`config.mk`:
```
export PLATFORM = sky130hd
export DESIGN_NAME = store_unit_flat
export DESIGN_NICKNAME = d
export VERILOG_FILES = /design/src/rtl/mips_pkg.sv /design/src/rtl/store_unit_if.sv /design/src/rtl/store_fifo.sv /design/src/rtl/store_unit.sv /design/src/flat_wrapper.sv
export SDC_FILE = /design/constraint.sdc
export NUM_CORES = 1
export LEC_CHECK = 0
export ABC_CLOCK_PERIOD_IN_PS = 5700
export CAP_MARGIN = 0
export CORE_MARGIN = 5
export CORE_UTILIZATION = 40
export DETAILED_ROUTE_END_ITERATION = 7
export PLACE_DENSITY = 0.71
export REMOVE_ABC_BUFFERS = 1
export SLEW_MARGIN = 25
export SYNTH_ARGS = -nofsm -noshare
export SYNTH_HDL_FRONTEND = slang
export SYNTH_SLANG_ARGS = --single-unit
```
`constraint.sdc`:
```
create_clock -name clk -period 5.7 [get_ports clk]
set_input_delay 1.71 -clock clk [delete_from_list [all_inputs] [get_ports clk]]
set_output_delay 1.71 -clock clk [all_outputs]
set_load 0.02 [all_outputs]
```
`src/rtl/mips_pkg.sv`:
```
// ============================================================================
// mips_pkg : store opcodes, store-queue entry type and drain FSM states
// Rev 1.0  : initial release
// ============================================================================
`default_nettype none

package mips_pkg;

  localparam logic [5:0] OP_SB  = 6'b101000;
  localparam logic [5:0] OP_SH  = 6'b101001;
  localparam logic [5:0] OP_SWL = 6'b101010;
  localparam logic [5:0] OP_SW  = 6'b101011;
  localparam logic [5:0] OP_SWR = 6'b101110;

  typedef struct packed {
    logic [31:0] addr;
    logic [3:0]  be;
    logic [31:0] data;
  } store_entry_t;

  typedef enum logic [0:0] {
    DRAIN_IDLE  = 1'b0,
    DRAIN_WRITE = 1'b1
  } drain_state_t;

endpackage

`default_nettype wire

```
`src/rtl/store_unit_if.sv`:
```
// ============================================================================
// store_unit_if : execute-stage store request and data-memory write port
// Rev 1.0       : initial release
// ============================================================================
`default_nettype none

interface store_unit_if;
  logic [31:0] instruction;
  logic [31:0] mem_address;
  logic [31:0] reg_t;
  logic        st_valid;
  logic        st_ready;
  logic        addr_error;
  logic        busy;
  logic [31:0] dmem_address;
  logic        dmem_write;
  logic [3:0]  dmem_byteenable;
  logic [31:0] dmem_writedata;
  logic        dmem_waitrequest;

  // Environment side: execute stage plus data memory.
  modport master (
    output instruction, mem_address, reg_t, st_valid, dmem_waitrequest,
    input  st_ready, addr_error, busy,
    input  dmem_address, dmem_write, dmem_byteenable, dmem_writedata
  );

  modport slave (
    input  instruction, mem_address, reg_t, st_valid, dmem_waitrequest,
    output st_ready, addr_error, busy,
    output dmem_address, dmem_write, dmem_byteenable, dmem_writedata
  );
endinterface

`default_nettype wire

```
`src/rtl/store_fifo.sv`:
```
// ============================================================================
// store_fifo : in-order queue of store entries, head visible combinationally
// Rev 1.0    : initial release
// ============================================================================
`default_nettype none

module store_fifo
  import mips_pkg::*;
#(
  parameter int unsigned DEPTH = 2
) (
  input  logic         clk,
  input  logic         reset_n,
  input  logic         push_i,
  input  store_entry_t din_i,
  input  logic         pop_i,
  output store_entry_t head_o,
  output logic         full_o,
  output logic         empty_o,
  output logic         full_next_o,
  output logic         empty_next_o
);

  localparam int unsigned PTR_W = $clog2(DEPTH);
  localparam int unsigned CNT_W = PTR_W + 1;
  localparam logic [CNT_W-1:0] FULL_CNT = CNT_W'(DEPTH);

  store_entry_t     mem_q [DEPTH];
  logic [PTR_W-1:0] wr_ptr_q;
  logic [PTR_W-1:0] rd_ptr_q;
  logic [CNT_W-1:0] count_q;
  logic [CNT_W-1:0] count_d;
  logic             do_push;
  logic             do_pop;

  assign full_o  = (count_q == FULL_CNT);
  assign empty_o = (count_q == '0);
  assign do_push = push_i && !full_o;
  assign do_pop  = pop_i && !empty_o;
  assign head_o  = mem_q[rd_ptr_q];

  always_comb begin
    count_d = count_q;
    case ({do_push, do_pop})
      2'b10:   count_d = count_q + CNT_W'(1);
      2'b01:   count_d = count_q - CNT_W'(1);
      default: count_d = count_q;
    endcase
  end

  assign full_next_o  = (count_d == FULL_CNT);
  assign empty_next_o = (count_d == '0);

  // Pointers are exactly log2(DEPTH) bits, so increments wrap on their own.
  always_ff @(posedge clk or negedge reset_n) begin
    if (!reset_n) begin
      wr_ptr_q <= '0;
      rd_ptr_q <= '0;
      count_q  <= '0;
      for (int i = 0; i < int'(DEPTH); i++) begin
        mem_q[i] <= '0;
      end
    end else begin
      count_q <= count_d;
      if (do_push) begin
        mem_q[wr_ptr_q] <= din_i;
        wr_ptr_q        <= wr_ptr_q + PTR_W'(1);
      end
      if (do_pop) begin
        rd_ptr_q <= rd_ptr_q + PTR_W'(1);
      end
    end
  end

endmodule

`default_nettype wire

```
`src/rtl/store_unit.sv`:
```
// ============================================================================
// store_unit : big-endian store lane/mask generation, store queue and
//              valid/waitrequest drain to data memory
// Rev 1.0    : initial release
// ============================================================================
`default_nettype none

module store_unit
  import mips_pkg::*;
#(
  parameter int unsigned DEPTH = 2
) (
  input logic         clk,
  input logic         reset_n,
  store_unit_if.slave bus
);

  logic [5:0]   opcode_w;
  logic [1:0]   k_w;
  logic [3:0]   be_w;
  logic [31:0]  data_w;
  logic         legal_w;
  logic         misalign_w;
  logic         accept_w;
  logic         push_w;
  logic         pop_w;
  logic         dmem_write_w;
  store_entry_t entry_w;
  store_entry_t head_w;
  logic         fifo_full_w;
  logic         fifo_empty_w;
  logic         full_next_w;
  logic         empty_next_w;
  logic         w_unused_instr;

  drain_state_t state_q;
  logic         st_ready_q;
  logic         busy_q;
  logic         addr_error_q;

  assign opcode_w       = bus.instruction[31:26];
  assign k_w            = bus.mem_address[1:0];
  assign w_unused_instr = ^bus.instruction[25:0];

  // Byte offset k lands on lane 3-k; swl/swr keep the register's
  // high/low bytes respectively and zero the lanes they do not write.
  always_comb begin
    be_w       = 4'b0000;
    data_w     = 32'h0;
    legal_w    = 1'b0;
    misalign_w = 1'b0;
    case (opcode_w)
      OP_SB: begin
        legal_w = 1'b1;
        be_w    = 4'b1000 >> k_w;
        data_w  = {4{bus.reg_t[7:0]}};
      end
      OP_SH: begin
        if (k_w[0]) begin
          misalign_w = 1'b1;
        end else begin
          legal_w = 1'b1;
          be_w    = k_w[1] ? 4'b0011 : 4'b1100;
          data_w  = {2{bus.reg_t[15:0]}};
        end
      end
      OP_SW: begin
        if (k_w != 2'd0) begin
          misalign_w = 1'b1;
        end else begin
          legal_w = 1'b1;
          be_w    = 4'b1111;
          data_w  = bus.reg_t;
        end
      end
      OP_SWL: begin
        legal_w = 1'b1;
        be_w    = 4'b1111 >> k_w;
        data_w  = bus.reg_t >> {k_w, 3'b000};
      end
      OP_SWR: begin
        legal_w = 1'b1;
        be_w    = 4'b1111 << (2'd3 - k_w);
        data_w  = bus.reg_t << {(2'd3 - k_w), 3'b000};
      end
      default: begin
        legal_w    = 1'b0;
        misalign_w = 1'b0;
      end
    endcase
  end

  assign entry_w.addr = {bus.mem_address[31:2], 2'b00};
  assign entry_w.be   = be_w;
  assign entry_w.data = data_w;

  assign accept_w     = bus.st_valid && st_ready_q;
  assign push_w       = accept_w && legal_w && !fifo_full_w;
  assign dmem_write_w = (state_q == DRAIN_WRITE);
  assign pop_w        = dmem_write_w && !bus.dmem_waitrequest && !fifo_empty_w;

  store_fifo #(
    .DEPTH (DEPTH)
  ) u_fifo (
    .clk          (clk),
    .reset_n      (reset_n),
    .push_i       (push_w),
    .din_i        (entry_w),
    .pop_i        (pop_w),
    .head_o       (head_w),
    .full_o       (fifo_full_w),
    .empty_o      (fifo_empty_w),
    .full_next_o  (full_next_w),
    .empty_next_o (empty_next_w)
  );

  // st_ready tracks the post-edge occupancy, so a pop out of a full queue
  // only reopens the input on the following cycle.
  always_ff @(posedge clk or negedge reset_n) begin
    if (!reset_n) begin
      state_q      <= DRAIN_IDLE;
      st_ready_q   <= 1'b1;
      busy_q       <= 1'b0;
      addr_error_q <= 1'b0;
    end else begin
      st_ready_q   <= !full_next_w;
      busy_q       <= !empty_next_w;
      addr_error_q <= accept_w && misalign_w;
      case (state_q)
        DRAIN_IDLE: begin
          if (push_w) begin
            state_q <= DRAIN_WRITE;
          end
        end
        DRAIN_WRITE: begin
          if (empty_next_w) begin
            state_q <= DRAIN_IDLE;
          end
        end
        default: state_q <= DRAIN_IDLE;
      endcase
    end
  end

  assign bus.st_ready        = st_ready_q;
  assign bus.busy            = busy_q;
  assign bus.addr_error      = addr_error_q;
  assign bus.dmem_write      = dmem_write_w;
  assign bus.dmem_address    = dmem_write_w ? head_w.addr : 32'h0;
  assign bus.dmem_byteenable = dmem_write_w ? head_w.be   : 4'b0000;
  assign bus.dmem_writedata  = dmem_write_w ? head_w.data : 32'h0;

endmodule

`default_nettype wire

```
`src/flat_wrapper.sv`:
```
// flat-port wrapper written by rule: the top's interface ports become plain ports
module store_unit_flat import mips_pkg::*;
#(
  parameter int unsigned DEPTH = 2
)
  (clk, reset_n, bus_instruction, bus_mem_address, bus_reg_t, bus_st_valid, bus_dmem_waitrequest, bus_st_ready, bus_addr_error, bus_busy, bus_dmem_address, bus_dmem_write, bus_dmem_byteenable, bus_dmem_writedata);
  store_unit_if bus_i ();
  input logic clk;
  input logic reset_n;
  input wire logic [$bits(bus_i.instruction)-1:0] bus_instruction;
  input wire logic [$bits(bus_i.mem_address)-1:0] bus_mem_address;
  input wire logic [$bits(bus_i.reg_t)-1:0] bus_reg_t;
  input wire logic [$bits(bus_i.st_valid)-1:0] bus_st_valid;
  input wire logic [$bits(bus_i.dmem_waitrequest)-1:0] bus_dmem_waitrequest;
  output wire logic [$bits(bus_i.st_ready)-1:0] bus_st_ready;
  output wire logic [$bits(bus_i.addr_error)-1:0] bus_addr_error;
  output wire logic [$bits(bus_i.busy)-1:0] bus_busy;
  output wire logic [$bits(bus_i.dmem_address)-1:0] bus_dmem_address;
  output wire logic [$bits(bus_i.dmem_write)-1:0] bus_dmem_write;
  output wire logic [$bits(bus_i.dmem_byteenable)-1:0] bus_dmem_byteenable;
  output wire logic [$bits(bus_i.dmem_writedata)-1:0] bus_dmem_writedata;
  assign bus_i.instruction = bus_instruction;
  assign bus_i.mem_address = bus_mem_address;
  assign bus_i.reg_t = bus_reg_t;
  assign bus_i.st_valid = bus_st_valid;
  assign bus_i.dmem_waitrequest = bus_dmem_waitrequest;
  assign bus_st_ready = bus_i.st_ready;
  assign bus_addr_error = bus_i.addr_error;
  assign bus_busy = bus_i.busy;
  assign bus_dmem_address = bus_i.dmem_address;
  assign bus_dmem_write = bus_i.dmem_write;
  assign bus_dmem_byteenable = bus_i.dmem_byteenable;
  assign bus_dmem_writedata = bus_i.dmem_writedata;
  store_unit #(.DEPTH(DEPTH)) u_core (.clk(clk), .reset_n(reset_n), .bus(bus_i));
endmodule
```
== Yosys cells after proc, flatten, opt, wreduce, memory -nomap -nowiden ==
Cells that the tools add are included.
Storage, ports and cells
  output and inout bits: 72
  register bits after elaboration: 144
  logic and storage cells: 82
Operators by class
  shift operators: 5
  $lt $le $gt $ge: 3
  muxes and demuxes: 26
  equality and inequality tests: 9
  bitwise logic cells: 3
  add/sub/neg operators: 5
  reductions and logical operators: 18
Operator list (number)
  $mux W68: 4
  $pmux W32 S5: 1
  $bwmux W136: 1
  $mux W32: 4
  $demux W68 S1: 1
  $shl A32 B5 Y32: 1
  $shr A32 B5 Y32: 1
  $eq A6 B6 Y1 const B: 5
  $pmux W4 S5: 1
  $mux W4: 4
  $logic_and A1 B1 Y1: 9
  $shr A4 B2 Y4 const A: 2
  $eq A2 B2 Y1 const B: 3
  $mux W1: 6
  $logic_not A1 Y1: 5
  $ge A2 B2 Y1 const B: 2
  $logic_not A2 Y1: 2
  $not A1 Y2: 2
  $pmux W1 S2: 2
  $pmux W2 S2: 1
  $shl A4 B2 Y4 const A: 1
  $pmux W1 S3: 1
  $reduce_or A3 Y1: 1
  $add A1 B1 Y1 const B: 2
  other kinds (7): 7

== Logic depth before layout (Yosys ltp) ==
  depth after elaboration: 11
  depth in mapped cells: 13
  gate-level depth less buffers: 9

== Modules after synthesis ==
From an unflattened synthesis, not the netlist that was laid out.
Unflattened totals
  cells, all modules: 706
  area, all modules: 8304.2 µm²
Modules (own cells, without submodules)
  store_fifo: times used 1, cells each 389, area an instance 6222.2 µm², seq. area each 3503.4 µm²
  store_unit: times used 1, cells each 317, area an instance 2082.0 µm², seq. area each 101.3 µm²

== Worst setup path after synthesis ==
OpenSTA, ideal clock, no wires.
  path type: in2reg
  start point: in bus_mem_address[1]
  end point: reg u_core.state_q, in the netlist u_core.bus.dmem_write
  stages: 11
  slack: 2.024 ns
  data required time: 5.568 ns
  arrival: 3.544 ns
  buffers on the path: 3
  cells stage by stage: buf_2 > and3_4 > nor4b_4 > buf_6 > buf_4 > o21ai_0 > ha_1 > xor2_1 > inv_1 > o21ai_0 > o21ai_0
Between the ends
  cells in the longest elaborated chain, start to end: 11
  elaborated cells on any way between the ends: 13
Ends and longest elaborated chain
  start: declaration: RTL line flat_wrapper.sv:11  | input wire logic [$bits(bus_i.mem_address)-1:0] bus_mem_address;
  $reduce_bool A2 Y1 (*): RTL line store_unit.sv:68  | if (k_w != 2'd0) begin
  $mux W1 (*): RTL line store_unit.sv:68
  $pmux W1 S3 (*): RTL line store_unit.sv:52  | case (opcode_w)
  $logic_and A1 B1 Y1 (*) (2 in a row): RTL line store_unit.sv:98  | assign push_w = accept_w && legal_w && !fifo_full_w;
  $logic_and A1 B1 Y1 (*): RTL line store_fifo.sv:38  | assign do_push = push_i && !full_o;
  $eq A2 B1 Y1 or $eq A2 B2 Y1 (tied branches): RTL line store_fifo.sv:44  | case ({do_push, do_pop})
  $pmux W2 S2 (*): RTL line store_fifo.sv:44
  named net u_core.u_fifo.count_d[0]: RTL line store_fifo.sv:32  | logic [CNT_W-1:0] count_d;
  $logic_not A2 Y1 (*): RTL line store_fifo.sv:52  | assign empty_next_o = (count_d == '0);
  $mux W1 (*): RTL line store_unit.sv:136  | if (empty_next_w) begin
  $pmux W1 S2 (*): RTL line store_unit.sv:129  | case (state_q)
  end signal: assignment: RTL line store_unit.sv:132  | state_q <= DRAIN_WRITE;
  end signal: assignment: RTL line store_unit.sv:137  | state_q <= DRAIN_IDLE;
  end signal: assignment: RTL line store_unit.sv:140  | default: state_q <= DRAIN_IDLE;
  end: declaration: RTL line store_unit.sv:36  | drain_state_t state_q;
The timed path passes the listed nets; every way through them passes the cells marked *.
A chain may end at the register's enable or synchronous reset.

== Final worst setup path ==
  start point: in bus_instruction[28]
  end point: reg u_core.u_fifo.mem_q[71] in the netlist's numbering
Between the ends
  cells in the longest elaborated chain, start to end: 6
  elaborated cells on any way between the ends: 12
Ends and longest elaborated chain
  start: declaration: RTL line flat_wrapper.sv:10  | input wire logic [$bits(bus_i.instruction)-1:0] bus_instruction;
  $eq A6 B6 Y1: RTL line store_unit.sv:52
  $reduce_or A3 Y1 (no line)
  $pmux W1 S3: RTL line store_unit.sv:52
  $logic_and A1 B1 Y1 (2 in a row): RTL line store_unit.sv:98
  $logic_and A1 B1 Y1: RTL line store_fifo.sv:38
  end signal: indexed assignment: RTL line store_fifo.sv:66  | mem_q[wr_ptr_q] <= din_i;
  end: declaration: RTL line store_fifo.sv:28  | store_entry_t mem_q [DEPTH];
Parallel ways exist; a longest one is shown, timed or not.

==> impl_results.md <==
- Fmax: 235 MHz
- Yosys warning total: 0
- CTS tree: yes
- Mean Syn Cell Area: 8.86 sq um
- Max Cap Viol: 0
- Slew @ Worst Pin: 901 ps
- Clk Latency, worst-skew pair: 420 ps
- Top FF cell, synth: dfrtp_1
- # clock sinks: 140
- Worst Setup Start Kind: input port
- Area of the multi-input gates: slightly above 0.004 sq mm
- Sequential area share after synthesis: 43.5%
- Area of the mapped netlist: 0.00806 sq mm
- Post-CTS setup buffers: 0
- DRC errors left: 0
- Bufs on Longest Clock Path: 2
- Core Box Area: roughly 0.020 sq mm
- Initial antenna violation count: 1
- Critical Path AT: 4590 ps
- Async SR Flop Fraction: 100%
- Post-Route WL: 23300 um
- Power per cell area: 345 mW/mm^2
- Crit share post-route: 74.7%
- TritonCTS Buffers: 17
- Setup Skew: between 8 and 9 ps
- Status: finished, final reports clean
- Netlist cell types: 56
- Hold Vio Cnt, Final: 0
- Final core utilization: between 50% and 60%
- DRT antenna net count: 0
- Vias in the first global route: 7129
- Vias per cell: about 5.3
- Hold Crit Class: register to register
- FILL cells: 1950
- Drt first pass iters: 5
- Register Area: 0.00351 sq mm
- Slew Viols, Final: 0
- Top-Level Pins: between 150 and 200
- WHS Path Cells: 2
- Overall Global Routing Usage: roughly 20%
- Initial Utilization: 40.2%
- Die Height: 152 um
- Routed wire length per instance: 17.9 um
- Critical path data required time: 6030 ps
- Period minus WS final: 4260 ps
- Post-place setup slack: 1060 ps
- # setup viols final: 0
- Max FO, Critical Path: 11
- Gate Count Post-Synth: 910
- Post-synth EDFFs: 0
- Die Width: 152 um
- Seq cells post-synth: 140
- Pin count of the biggest net entering global routing: 99
- IR drop worst, VDD: just over 0.0003 V
- Layout Nets: 1120
- Die area: 0.0231 sq mm
- Clock Tree Root: clkbuf_16
- Grt met3 use: under 10%
- Initial DRC Count: between 500 and 600
- GRT overflow: 0
- GR Util met2: 31.9%
- Post-CTS Hold Buffers: 0
- RSZ-0062 raised after global routing: no
- IO Port Bufs: around 140
- Worst-path clk slew: 60 ps
- Area grow syn2layout: 26.6%
- First-pass GRT wire length: roughly 38000 um
- Post-CTS Resized: 0
- Final HPWL DP: 15900 um
- Critical Path Sink Type: register
- Rows: between 50 and 60
- R2R depth: 6
- Layout cell share with drive strength beyond 1: a little under a tenth
- Crit path kind: input port to register
- Via Count: 6946
- Routability Congestion: 0.928
- Leak pwr: 4.35 nW
- Setup TNS: 0 ps
- H-tree levels: 4
- Slew headroom: 39.9%
- Setup ws final: 1440 ps
- Met1 Usage GRT: 26.9%
- Global route hottest layer: met2
==> path summary, 6_finish.rpt <==
path                                                      start                                    to  slack, ps
hold reg to reg            u_core.u_fifo.mem_q[122]$_DFFE_PN0P_  u_core.u_fifo.mem_q[122]$_DFFE_PN0P_        470
hold / removal             u_core.u_fifo.mem_q[122]$_DFFE_PN0P_  u_core.u_fifo.mem_q[122]$_DFFE_PN0P_        470
setup / recovery                            bus_instruction[28]   u_core.u_fifo.mem_q[71]$_DFFE_PN0P_       1440
max in group asynchronous                               reset_n         u_core.bus.st_ready$_DFF_PN1_       3210
setup reg to reg                u_core.bus.dmem_write$_DFF_PN0_       u_core.bus.dmem_write$_DFF_PN0_       3380
min in group asynchronous                               reset_n   u_core.u_fifo.mem_q[41]$_DFFE_PN0P_       1380
==> metrics by stage <==
stage          power [mW]  instances  hold WS [ps]  instance area, sq um
4_1_cts              3.55       1302           476                 10200
3_3_place_gp         2.46       1270           457                  9640
3_5_place_dp         2.50       1270           461                  9640
6_report             3.52       1303           472                 10200
2_1_floorplan        2.15        838           445                  7650
5_1_grt              3.75       1303           495                 10200
==> worst max-delay path, stage by stage <==
cell	delay [ps]
clkdlybuf4s50_1	630
buf_4	300
nand4bb_1	560
nor2_1	830
a22oi_1	300
o21ai_0	240
==> cells in the mapped netlist, types with 2 or more instances <==
library cell / count / share of area [%]
o21a_1: 2 / 0.19
o22ai_1: 4 / 0.31
nor2_1: 59 / 2.7
and3_1: 3 / 0.23
a22oi_1: 27 / 2.5
a21oi_1: 25 / 1.6
buf_4: 14 / 1.3
a2111oi_4: 2 / 0.68
nor2b_1: 76 / 5.9
o32a_1: 8 / 0.99
nand2_1: 250 / 12
inv_1: 4 / 0.19
nand2b_1: 4 / 0.31
dfrtp_1: 139 / 43
nand3_1: 4 / 0.25
mux2_2: 20 / 2.8
a32oi_1: 3 / 0.33
nor3b_2: 2 / 0.31
o21ai_1: 2 / 0.12
o22a_1: 3 / 0.33
a221oi_1: 8 / 0.87
clkbuf_1: 34 / 1.6
o21ai_0: 48 / 3.0
buf_2: 12 / 0.75
buf_6: 9 / 1.3
a31oi_1: 22 / 1.7
xor2_1: 3 / 0.33
a21o_1: 11 / 1.0
nor3_1: 4 / 0.25
buf_1: 4 / 0.19
a221oi_2: 2 / 0.37
o21ai_2: 2 / 0.22
o2bb2ai_1: 8 / 0.87
mux2i_1: 70 / 8.7
==> logic make-up (layout without fill, tap and decap cells) <==
group,count (synthesis),after routing,synth area share [%]
DFF,140,140,43.5
other,1,3,0.0465
muxes,90,90,11.5
buffers and inverters,78,199,5.31
and+or+nand+nor,415,415,23.4
adders and majority gates,1,1,0.155
AOI/OAI and AO/OA,181,181,15.6
xor gates and xnor gates,4,4,0.435
==> report_power, final <==
group	switching, mW	internal, mW
logic	0.508	0.472
clock network	0.427	0.620
registers	0.206	1.29
total	1.14	2.38
==> registers in the layout, summed over array words and instances, names as in the netlist <==
name / count
u_core.bus.addr_error: 1
u_core.bus.busy: 1
u_core.bus.dmem_write: 1
u_core.bus.st_ready: 1
u_core.u_fifo.count_q: 2
u_core.u_fifo.mem_q: 132
u_core.u_fifo.rd_ptr_q: 1
u_core.u_fifo.wr_ptr_q: 1
==> cell usage in the layout, fill, tap and decap left out, drive strengths merged, types with 2 or more instances in the layout <==
cell type,count
nand2,250
clkdlybuf4s50,142
dfrtp,139
nor2b,77
mux2i,70
nor2,59
o21ai,52
a22oi,27
a21oi,25
a31oi,22
clkbuf,21
mux2,20
buf,20
a21o,11
a221oi,10
o32a,8
o2bb2ai,8
clkinv,7
nor3,5
inv,4
nand2b,4
nand3,4
o22ai,4
clkinvlp,4
and3,4
a2111oi,4
xor2,3
o22a,3
a32oi,3
nor3b,3
o21a,2
conb,2
==> cell type report <==
| cell class | count | area share (%) |
|---|---|---|
| multi-input combinational | 693 | 40.7 |
| clock inverter | 11 | 0.956 |
| inverter | 5 | 0.184 |
| sequential | 140 | 34.4 |
| antenna | 1 | 0.0245 |
| timing repair buffer | 162 | 15.9 |
| tap | 270 | 3.31 |
| clock buffer | 21 | 4.51 |
==> per-layer routing <==
metal	wire (um)	part of all wire [%]
met5	0	0
met3	1640	7.0
met1	10400	44
met2	10800	46
met4	477	2.0
No activity file was read; power rests on OpenSTA's default activity.
